[config.mk]
export PLATFORM = sky130hd
export DESIGN_NAME = id_regfile_pipe
export DESIGN_NICKNAME = d
export VERILOG_FILES = /design/src/rtl/id_regfile_pipe.sv
export SDC_FILE = /design/constraint.sdc
export NUM_CORES = 2
export LEC_CHECK = 0
export ABC_CLOCK_PERIOD_IN_PS = 44200
export CAP_MARGIN = 25
export CORE_ASPECT_RATIO = 0.75
export CORE_UTILIZATION = 62
export CTS_CLUSTER_DIAMETER = 150
export DETAILED_ROUTE_END_ITERATION = 16
export PLACE_DENSITY = 0.81
export SYNTH_ARGS = -nofsm -noshare
export SYNTH_HDL_FRONTEND = slang
export SYNTH_SLANG_ARGS = --single-unit
[constraint.sdc]
create_clock -name CLK -period 44.2 [get_ports CLK]
set_input_delay 8.84 -clock CLK [delete_from_list [all_inputs] [get_ports CLK]]
set_output_delay 8.84 -clock CLK [all_outputs]
set_load 0.03 [all_outputs]
[src/rtl/id_regfile_pipe.sv]
// id_regfile_pipe: MIPS decode stage with register file and a one-entry ID/EX output register; ID_BYPASS_EN adds write-back bypass.
// Latency: an accepted Ins appears on the ID/EX outputs 1 cycle later.
// Backpressure: in_ready drops while ID/EX is full and not drained, during a load-use hazard, and during flush.
module id_regfile_pipe #(
    parameter int DATA_W   = 32,
    parameter int REG_NUM  = 32,
    parameter int ADDR_W   = 5,
    parameter int LINK_REG = 31
) (
    input  logic              CLK,
    input  logic              RST,
    input  logic              in_valid,
    output logic              in_ready,
    input  logic [31:0]       Ins,
    input  logic [DATA_W-1:0] Pc4,
    input  logic              flush,
    input  logic              wb_en,
    input  logic [ADDR_W-1:0] wb_adr,
    input  logic [DATA_W-1:0] Wdata,
    output logic              out_valid,
    input  logic              out_ready,
    output logic [DATA_W-1:0] Rdata1,
    output logic [DATA_W-1:0] Rdata2,
    output logic [DATA_W-1:0] Ed32,
    output logic [ADDR_W-1:0] Wadr,
    output logic              Wflg,
    output logic              out_is_load
);
    localparam logic [5:0] OP_R      = 6'h00;
    localparam logic [5:0] OP_REGIMM = 6'h01;
    localparam logic [5:0] OP_J      = 6'h02;
    localparam logic [5:0] OP_JAL    = 6'h03;
    localparam logic [5:0] OP_BEQ    = 6'h04;
    localparam logic [5:0] OP_BNE    = 6'h05;
    localparam logic [5:0] OP_BLEZ   = 6'h06;
    localparam logic [5:0] OP_BGTZ   = 6'h07;
    localparam logic [5:0] OP_ADDI   = 6'h08;
    localparam logic [5:0] OP_ADDIU  = 6'h09;
    localparam logic [5:0] OP_SLTI   = 6'h0A;
    localparam logic [5:0] OP_SLTIU  = 6'h0B;
    localparam logic [5:0] OP_ANDI   = 6'h0C;
    localparam logic [5:0] OP_ORI    = 6'h0D;
    localparam logic [5:0] OP_XORI   = 6'h0E;
    localparam logic [5:0] OP_LW     = 6'h23;
    localparam logic [5:0] OP_SW     = 6'h2B;

    localparam logic [ADDR_W:0] REG_LIM = (ADDR_W + 1)'(REG_NUM);

    logic [DATA_W-1:0] regs [REG_NUM];

    logic [5:0]        op;
    logic [5:0]        funct;
    logic [ADDR_W-1:0] rs;
    logic [ADDR_W-1:0] rt;
    logic [ADDR_W-1:0] rd;
    logic [4:0]        shamt;
    logic [15:0]       imm;
    logic [DATA_W-1:0] sext;
    logic [DATA_W-1:0] zext;

    assign op    = Ins[31:26];
    assign rs    = ADDR_W'(Ins[25:21]);
    assign rt    = ADDR_W'(Ins[20:16]);
    assign rd    = ADDR_W'(Ins[15:11]);
    assign shamt = Ins[10:6];
    assign funct = Ins[5:0];
    assign imm   = Ins[15:0];
    assign sext  = {{(DATA_W-16){imm[15]}}, imm};
    assign zext  = {{(DATA_W-16){1'b0}}, imm};

    logic wb_ok;
    assign wb_ok = wb_en && (wb_adr != '0) && ({1'b0, wb_adr} < REG_LIM);

    always_ff @(posedge CLK or posedge RST) begin
        if (RST) begin
            for (int i = 0; i < REG_NUM; i++) regs[i] <= '0;
        end else if (wb_ok) begin
            regs[wb_adr] <= Wdata;
        end
    end

    logic [DATA_W-1:0] rf_rs;
    logic [DATA_W-1:0] rf_rt;

    always_comb begin
        rf_rs = '0;
        rf_rt = '0;
        if (rs != '0 && {1'b0, rs} < REG_LIM) rf_rs = regs[rs];
        if (rt != '0 && {1'b0, rt} < REG_LIM) rf_rt = regs[rt];
`ifdef ID_BYPASS_EN
        // write-first: wb_ok already excludes register 0
        if (wb_ok && wb_adr == rs) rf_rs = Wdata;
        if (wb_ok && wb_adr == rt) rf_rt = Wdata;
`endif
    end

    logic [DATA_W-1:0] d_rd1;
    logic [DATA_W-1:0] d_rd2;
    logic [DATA_W-1:0] d_ed;
    logic [ADDR_W-1:0] d_wadr;
    logic              d_wflg;
    logic              d_load;
    logic              d_uses_rt;

    always_comb begin
        d_rd1     = '0;
        d_rd2     = '0;
        d_ed      = '0;
        d_wadr    = '0;
        d_wflg    = 1'b0;
        d_load    = 1'b0;
        d_uses_rt = 1'b0;
        case (op)
            OP_R: begin
                d_rd1     = rf_rs;
                d_rd2     = rf_rt;
                d_ed      = DATA_W'(shamt);
                d_wadr    = rd;
                d_uses_rt = 1'b1;
                case (funct)
                    6'h00, 6'h02, 6'h03, 6'h04, 6'h06, 6'h07, 6'h09, 6'h10, 6'h12,
                    6'h20, 6'h21, 6'h22, 6'h23, 6'h24, 6'h25, 6'h26, 6'h27,
                    6'h2A, 6'h2B: d_wflg = 1'b1;
                    default:      d_wflg = 1'b0;
                endcase
            end
            OP_ADDI, OP_ADDIU, OP_SLTI, OP_SLTIU, OP_LW: begin
                d_rd1  = rf_rs;
                d_rd2  = rf_rt;
                d_ed   = sext;
                d_wadr = rt;
                d_wflg = 1'b1;
                d_load = (op == OP_LW);
            end
            OP_ANDI, OP_ORI, OP_XORI: begin
                d_rd1  = rf_rs;
                d_rd2  = rf_rt;
                d_ed   = zext;
                d_wadr = rt;
                d_wflg = 1'b1;
            end
            OP_SW, OP_BEQ, OP_BNE, OP_BLEZ, OP_BGTZ, OP_REGIMM: begin
                d_rd1     = rf_rs;
                d_rd2     = rf_rt;
                d_ed      = sext;
                d_wadr    = rt;
                d_uses_rt = (op == OP_SW) || (op == OP_BEQ) || (op == OP_BNE);
            end
            OP_JAL: begin
                d_ed   = Pc4 + DATA_W'(4);
                d_wadr = ADDR_W'(LINK_REG);
                d_wflg = 1'b1;
            end
            default: ;
        endcase
    end

    // A held LW cannot deliver its data in time for a dependent instruction.
    logic hazard;
    logic accept;

    assign hazard   = out_valid && out_is_load && (Wadr != '0) &&
                      ((Wadr == rs) || ((Wadr == rt) && d_uses_rt));
    assign in_ready = (!out_valid || out_ready) && !hazard && !flush;
    assign accept   = in_valid && in_ready;

`ifdef ID_BYPASS_EN
    logic              d_byp;
    logic [ADDR_W-1:0] h_rs;
    logic [ADDR_W-1:0] h_rt;
    logic              h_byp;

    // J, JAL and unknown opcodes carry no register operands
    assign d_byp = op inside {OP_R, OP_REGIMM, OP_BEQ, OP_BNE, OP_BLEZ, OP_BGTZ, OP_ADDI,
                              OP_ADDIU, OP_SLTI, OP_SLTIU, OP_ANDI, OP_ORI, OP_XORI,
                              OP_LW, OP_SW};

    always_ff @(posedge CLK or posedge RST) begin
        if (RST) begin
            h_rs  <= '0;
            h_rt  <= '0;
            h_byp <= 1'b0;
        end else if (accept) begin
            h_rs  <= rs;
            h_rt  <= rt;
            h_byp <= d_byp;
        end
    end
`endif

    always_ff @(posedge CLK or posedge RST) begin
        if (RST) begin
            out_valid   <= 1'b0;
            Rdata1      <= '0;
            Rdata2      <= '0;
            Ed32        <= '0;
            Wadr        <= '0;
            Wflg        <= 1'b0;
            out_is_load <= 1'b0;
        end else if (flush) begin
            out_valid <= 1'b0;
        end else if (accept) begin
            out_valid   <= 1'b1;
            Rdata1      <= d_rd1;
            Rdata2      <= d_rd2;
            Ed32        <= d_ed;
            Wadr        <= d_wadr;
            Wflg        <= d_wflg;
            out_is_load <= d_load;
        end else if (out_ready) begin
            out_valid <= 1'b0;
`ifdef ID_BYPASS_EN
        end else if (out_valid && h_byp && wb_ok) begin
            // stalled: keep held operands current so EX never sees stale data
            if (wb_adr == h_rs) Rdata1 <= Wdata;
            if (wb_adr == h_rt) Rdata2 <= Wdata;
`endif
        end
    end

endmodule

# == Word level (Yosys, flattened, before mapping) ==
# Memories as Yosys holds them, arrays and structs flattened.
# Cells that the tools add are included.
# classes
add_sub_neg,1
n_lt_le_gt_ge,4
n_eq_ne,17
muxes,21
n_bitwise,4
reduce_logical,30
# ops
op,n
$bwmux W1024,1
$bmux W32 S5,2
$mux W32,9
$demux W32 S5,1
$pmux W32 S4,1
$eq A6 B4 Y1 const B,7
$add A32 B3 Y32 const B,1
$eq A6 B3 Y1 const B,4
$reduce_bool A5 Y1,4
$ge A6 B6 Y1 const B,3
$not A5 Y6,3
$pmux W5 S3,1
$reduce_or A15 Y1,1
$reduce_or A14 Y1,1
$eq A6 B6 Y1 const B,2
$reduce_or A11 Y1,1
$eq A5 B5 Y1,2
$logic_and A1 B1 Y1,9
$reduce_or A9 Y1,1
$eq A6 B1 Y1 const B,1
$eq A6 B2 Y1 const B,1
$logic_not A6 Y1,1
$lt A6 B1 Y1 const B,1
$reduce_or A6 Y1,1
other kinds (9),18
# totals
ff_bits,1128
mem_bits_ro,64
out_inout_bits,105
word_cells,117
n_memories,1
# memory_table
memory,words,word_bits,rd,rd_ports_with_merged_regs,wr,line_no,source
(no name shown),64,1,1,0,0,120,case (funct)

# == Logic depth before layout (Yosys ltp) ==
# logic_depth
depth_word,13
ltp_mapped,10
ltp_nobuf,7

# == Worst setup path before layout ==
# No wires, ideal clock.
# synth_path
path_type,input to output
startpoint,input port Ins[28]
endpoint,output port in_ready
arrival_time_ns,9.920
required_time_ns,35.360
path_slack_ns,25.440
cell_stages,5
n_path_buf,1
cell_sequence,clkbuf_1 nor2b_1 a32o_1 nand4_1 and4b_1
# synth_via
elab_chain_cells,10
word_cells_on_any_way,17
classes_between,6 x eq/ne; 1 x mux; 10 x reduce/logical
# synth_lines
element,line_no,source
from (decl),14,"input logic [31:0] Ins,"
"parallel branches: the longest is 3 deep, another holds $eq A6 B6 Y1",--,
$pmux W1 S2 (*),113,case (op)
$logic_and A1 B1 Y1 (*),163,((Wadr == rs) || ((Wadr == rt) && d_uses_rt));
$logic_or A1 B1 Y1 (*),163,
$logic_and A1 B1 Y1 (*),162,assign hazard = out_valid && out_is_load && (Wadr != '0) &&
$logic_not A1 Y1 (*),164,assign in_ready = (!out_valid || out_ready) && !hazard && !flush;
$logic_and A1 B1 Y1 (*) (2 in series),164,
to (decl),13,"output logic in_ready,"
# Mark *: on every way between the ends.

# == Worst setup path in the final report ==
# layout_path
startpoint,input port Ins[20]
endpoint,output port in_ready
# layout_via
elab_chain_cells,7
# layout_lines
element,line_no
$eq A5 B5 Y1,163
$logic_and A1 B1 Y1,163
$logic_or A1 B1 Y1,163
$logic_and A1 B1 Y1,162
$logic_not A1 Y1,164
$logic_and A1 B1 Y1 (2 in series),164
# Every way passes these cells.

==> implementation parameters <==
Parameter                              Value

Clock network
  Bufs on Longest Clock Path ... 3
  Insertion delay to the later sink of the worst-skew pair ... 0.73 ns
  Number of buffers added for setup after CTS ... 0
  CTS tree ... built
  Worst-path clk slew ... 0.06 ns
  Hold buffer count at CTS ... 0
  Total of cells resized after clock tree synthesis ... 0
  Clock tree root driver cell ... clkbuf_16
  Number of buffers added by the clock tree synthesis step ... roughly 110
  CTS H-Tree Depth ... 3
  Clock net sink count ... 1128

Synthesis
  Leading cell types by count after synthesis ... dfrtp_1, mux2_2, mux4_2, clkbuf_1, mux2i_1
  Count of state elements after synthesis ... between 1000 and 1500
  Syn_area_per_cell ... roughly 14 µm²
  Post-synth EDFFs ... 0
  Prevailing post-synth register cell ... dfrtp_1
  Syn Inst Count ... approximately 4000
  Portion of synthesized cell area occupied by the leading cell type ... 48.2%
  Mapped Nets ... 4199
  Yosys warning count ... 0
  Area leader, netlist ... dfrtp_1
  Most used standard cell by instance count after synthesis ... dfrtp_1
  Unique masters post-synth ... 65
  Sequential-to-total area share from yosys stat ... 48.2%
  Synth top area cells ... dfrtp_1, mux2_2, mux4_2
  Async SR Flop Fraction ... 100%
  Netlist Area Pre-Place ... about 59000 µm²

Finish
  Syn-to-layout area delta ... 11.4%
  Filler cell count in the final layout ... between 6000 and 7000
  Post-layout instance count excluding filler cells ... 5396
  Fraction of final layout cells sized beyond drive strength 1 ... 42.3%
  Final Net Count ... between 4000 and 5000
  Post-route core utilization ... between 60% and 70%

Pwr
  Cell area power density ... 44.9 nW/µm²
  Leak pwr ... ~28 nW
  Worst vdd rail ir drop ... 0.0000389 V

Routing
  Met3 routed wirelength ... approximately 26 mm
  Total iterations of the first detailed-routing run ... 6
  WL met2 ... between 80 and 90 mm
  Total DRC errors in the routed layout ... 0
  Wire length per cell ... roughly 35 µm
  Number of nets with antenna violations after routing ... 0
  Routed length on met1 ... just over 70 mm
  Uppermost layer routed ... met5
  Vias after detailed routing ... just over 40000
  Violation count after the first detailed-route iteration ... about 5600
  Ratio of routed vias to standard cells ... about 7.5
  Final routed wirelength across all metal layers ... approximately 190 mm

Place
  Gp weighted congestion ... just under 0.9
  Total half-perimeter wirelength after legalization and detailed placement ... approximately 100 mm
  Port Buffer Count ... 211
  Placed instance count ... between 5000 and 6000

Timing
  Total negative slack ... 0 ns
  Actual transition at the worst max-transition pin ... 1.13 ns
  Tightest hold margin ... ~0.40 ns
  Minimum clock period ... slightly above 20 ns
  RSZ-0062 raised after global routing ... no
  Worst clock skew ... 0.0210 ns
  Fmax ... 49.6 MHz
  Portion of the clock cycle consumed by the worst path in the final layout ... 45.6%
  Fin. Hold Viols ... 0
  # setup viols final ... 0
  Worst slew margin relative to its limit ... between 20% and 30%
  Pins Over Slew Limit ... 0

GRT
  Global router's overall resource usage ... 39.4%
  Pin count of the biggest net entering global routing ... 175
  Vias in the first global route ... roughly 40000
  Number of antenna violations at the first check in global routing ... 11
  Wire length of the first global-routing pass ... around 270 mm
  Aggregate global routing overflow ... 0

Floorplan
  Height of the die ... between 200 and 300 µm
  Area of the die ... about 96000 µm²
  Site row count ... 97
  Initial cell density of the core ... about 63%
  CORE AREA ... about 93000 µm²
  Die W ... around 360 µm
  Boundary pin count ... 212

Critical path
  Critical-path cell with the highest stage delay ... clkdlybuf4s50_1
  Kind of launch point of the worst setup path ... input port
  Maximum fanout encountered on the critical timing path ... 32
  Data required time at the worst endpoint ... about 35 ns
  Cell repeated most along the worst path ... clkdlybuf4s50_1
  Critical path arrival ... around 11 ns
  Critical-path cell list ... clkdlybuf4s50_1 > buf_4 > xor2_1 > nor4_1 > nand4_1 > and4b_1 > clkdlybuf4s50_1
  Crit Path Class ... input port to output port
  Type of element capturing the critical path ... output port
  Highest cell delay on the worst timing path ... between 0.5 and 0.6 ns

Run status
  Run status ... finished clean

Job
  Max-capacitance violation count ... 0

Min path
  Worst min-delay path class ... flip-flop to flip-flop
cells by family after synthesis:
family,count (synthesis),synth area share (%)
flops,1128,48.2
buf+inv,456,3.39
mux,1648,38.9
xor+xnor,38,0.569
compound gates,508,6.12
simple gates,312,2.81
fa+ha+maj,1,0.0214
cells in the final DEF, fill, tap and decap left out, drive strengths merged, types with 9 or more instances in the layout:
cell type,Yosys,layout
a211oi,38,38
a21oi,45,45
a221oi,9,9
a22o,71,71
a22oi,65,65
a32o,18,18
buf,198,111
bufinv,0,13
clkbuf,253,154
clkdlybuf4s50,0,203
clkinv,0,23
dfrtp,1128,1128
inv,5,9
mux2,1012,1012
mux2i,238,238
mux4,398,398
nand2,91,91
nand2b,10,10
nand3,23,23
nand4,18,18
nor2,39,39
nor2b,25,25
nor3,35,35
nor4,31,31
o21ai,56,56
o221ai,20,20
o22ai,157,157
xnor2,11,11
xor2,27,27
cell type report:
class                      instances  area, µm²  area share (%)
antenna                            6       15.0          0.0230
clock buffer                     150       3110            4.77
clock inverter                    45        608           0.933
inverter                           5       26.3          0.0403
multi-input combinational       2507      28500            43.7
sequential                      1128      28200            43.3
tap                             1237       1550            2.37
timing repair buffer             318       3150            4.83
registers in the layout, summed over array words and instances (netlist names):
signal and cells:
Ed32 32, Rdata1 32, Rdata2 32, Wadr 5
Wflg 1, out_is_load 1, out_valid 1, regs 1024
stage by stage:
step	area, µm²	power (mW)	setup WS (ns)
floorplan	58500	1.77	3.59
global placement	61200	1.90	24.05
detailed placement	61200	1.94	24.14
CTS	64900	2.91	24.12
global route	65200	3.02	23.99
finish	65200	2.93	24.06
power by group:
group          total [mW]  internal [mW]  switching (mW)
Clock               0.983          0.566           0.417
Combinational       0.579          0.332           0.247
Sequential           1.36           1.22           0.147
Total                2.93           2.12           0.811
worst max-delay path: cells and delay by family:
kind / cells / cell delay, ns
xor+xnor: 1 / 0.13
buf+inv: 3 / 1.39
simple gates: 3 / 0.94
worst paths after layout:
| check | start | end | slack (ns) | depth (start not counted) |
|---|---|---|---|---|
| setup / recovery | Ins[20] | in_ready | 24.06 | 7 |
| hold reg to reg | regs[1015] | regs[1015] | 0.40 | 0 |
| min in group asynchronous | RST | regs[501] | 8.63 | 2 |
| setup reg to reg | Wadr[4] | Rdata1[1] | 40.69 | 7 |
| max in group asynchronous | RST | Ed32[20] | 32.68 | 6 |
| hold / removal | regs[1015] | regs[1015] | 0.40 | 0 |
per-layer routing:
layer  track usage, %  vias up
li1                 -    15732
met2             54.9     2869
met3             14.2      564
met5                0        -
met4             16.2       12
met1             56.2    21335
No activity file was read; power rests on OpenSTA's default activity.
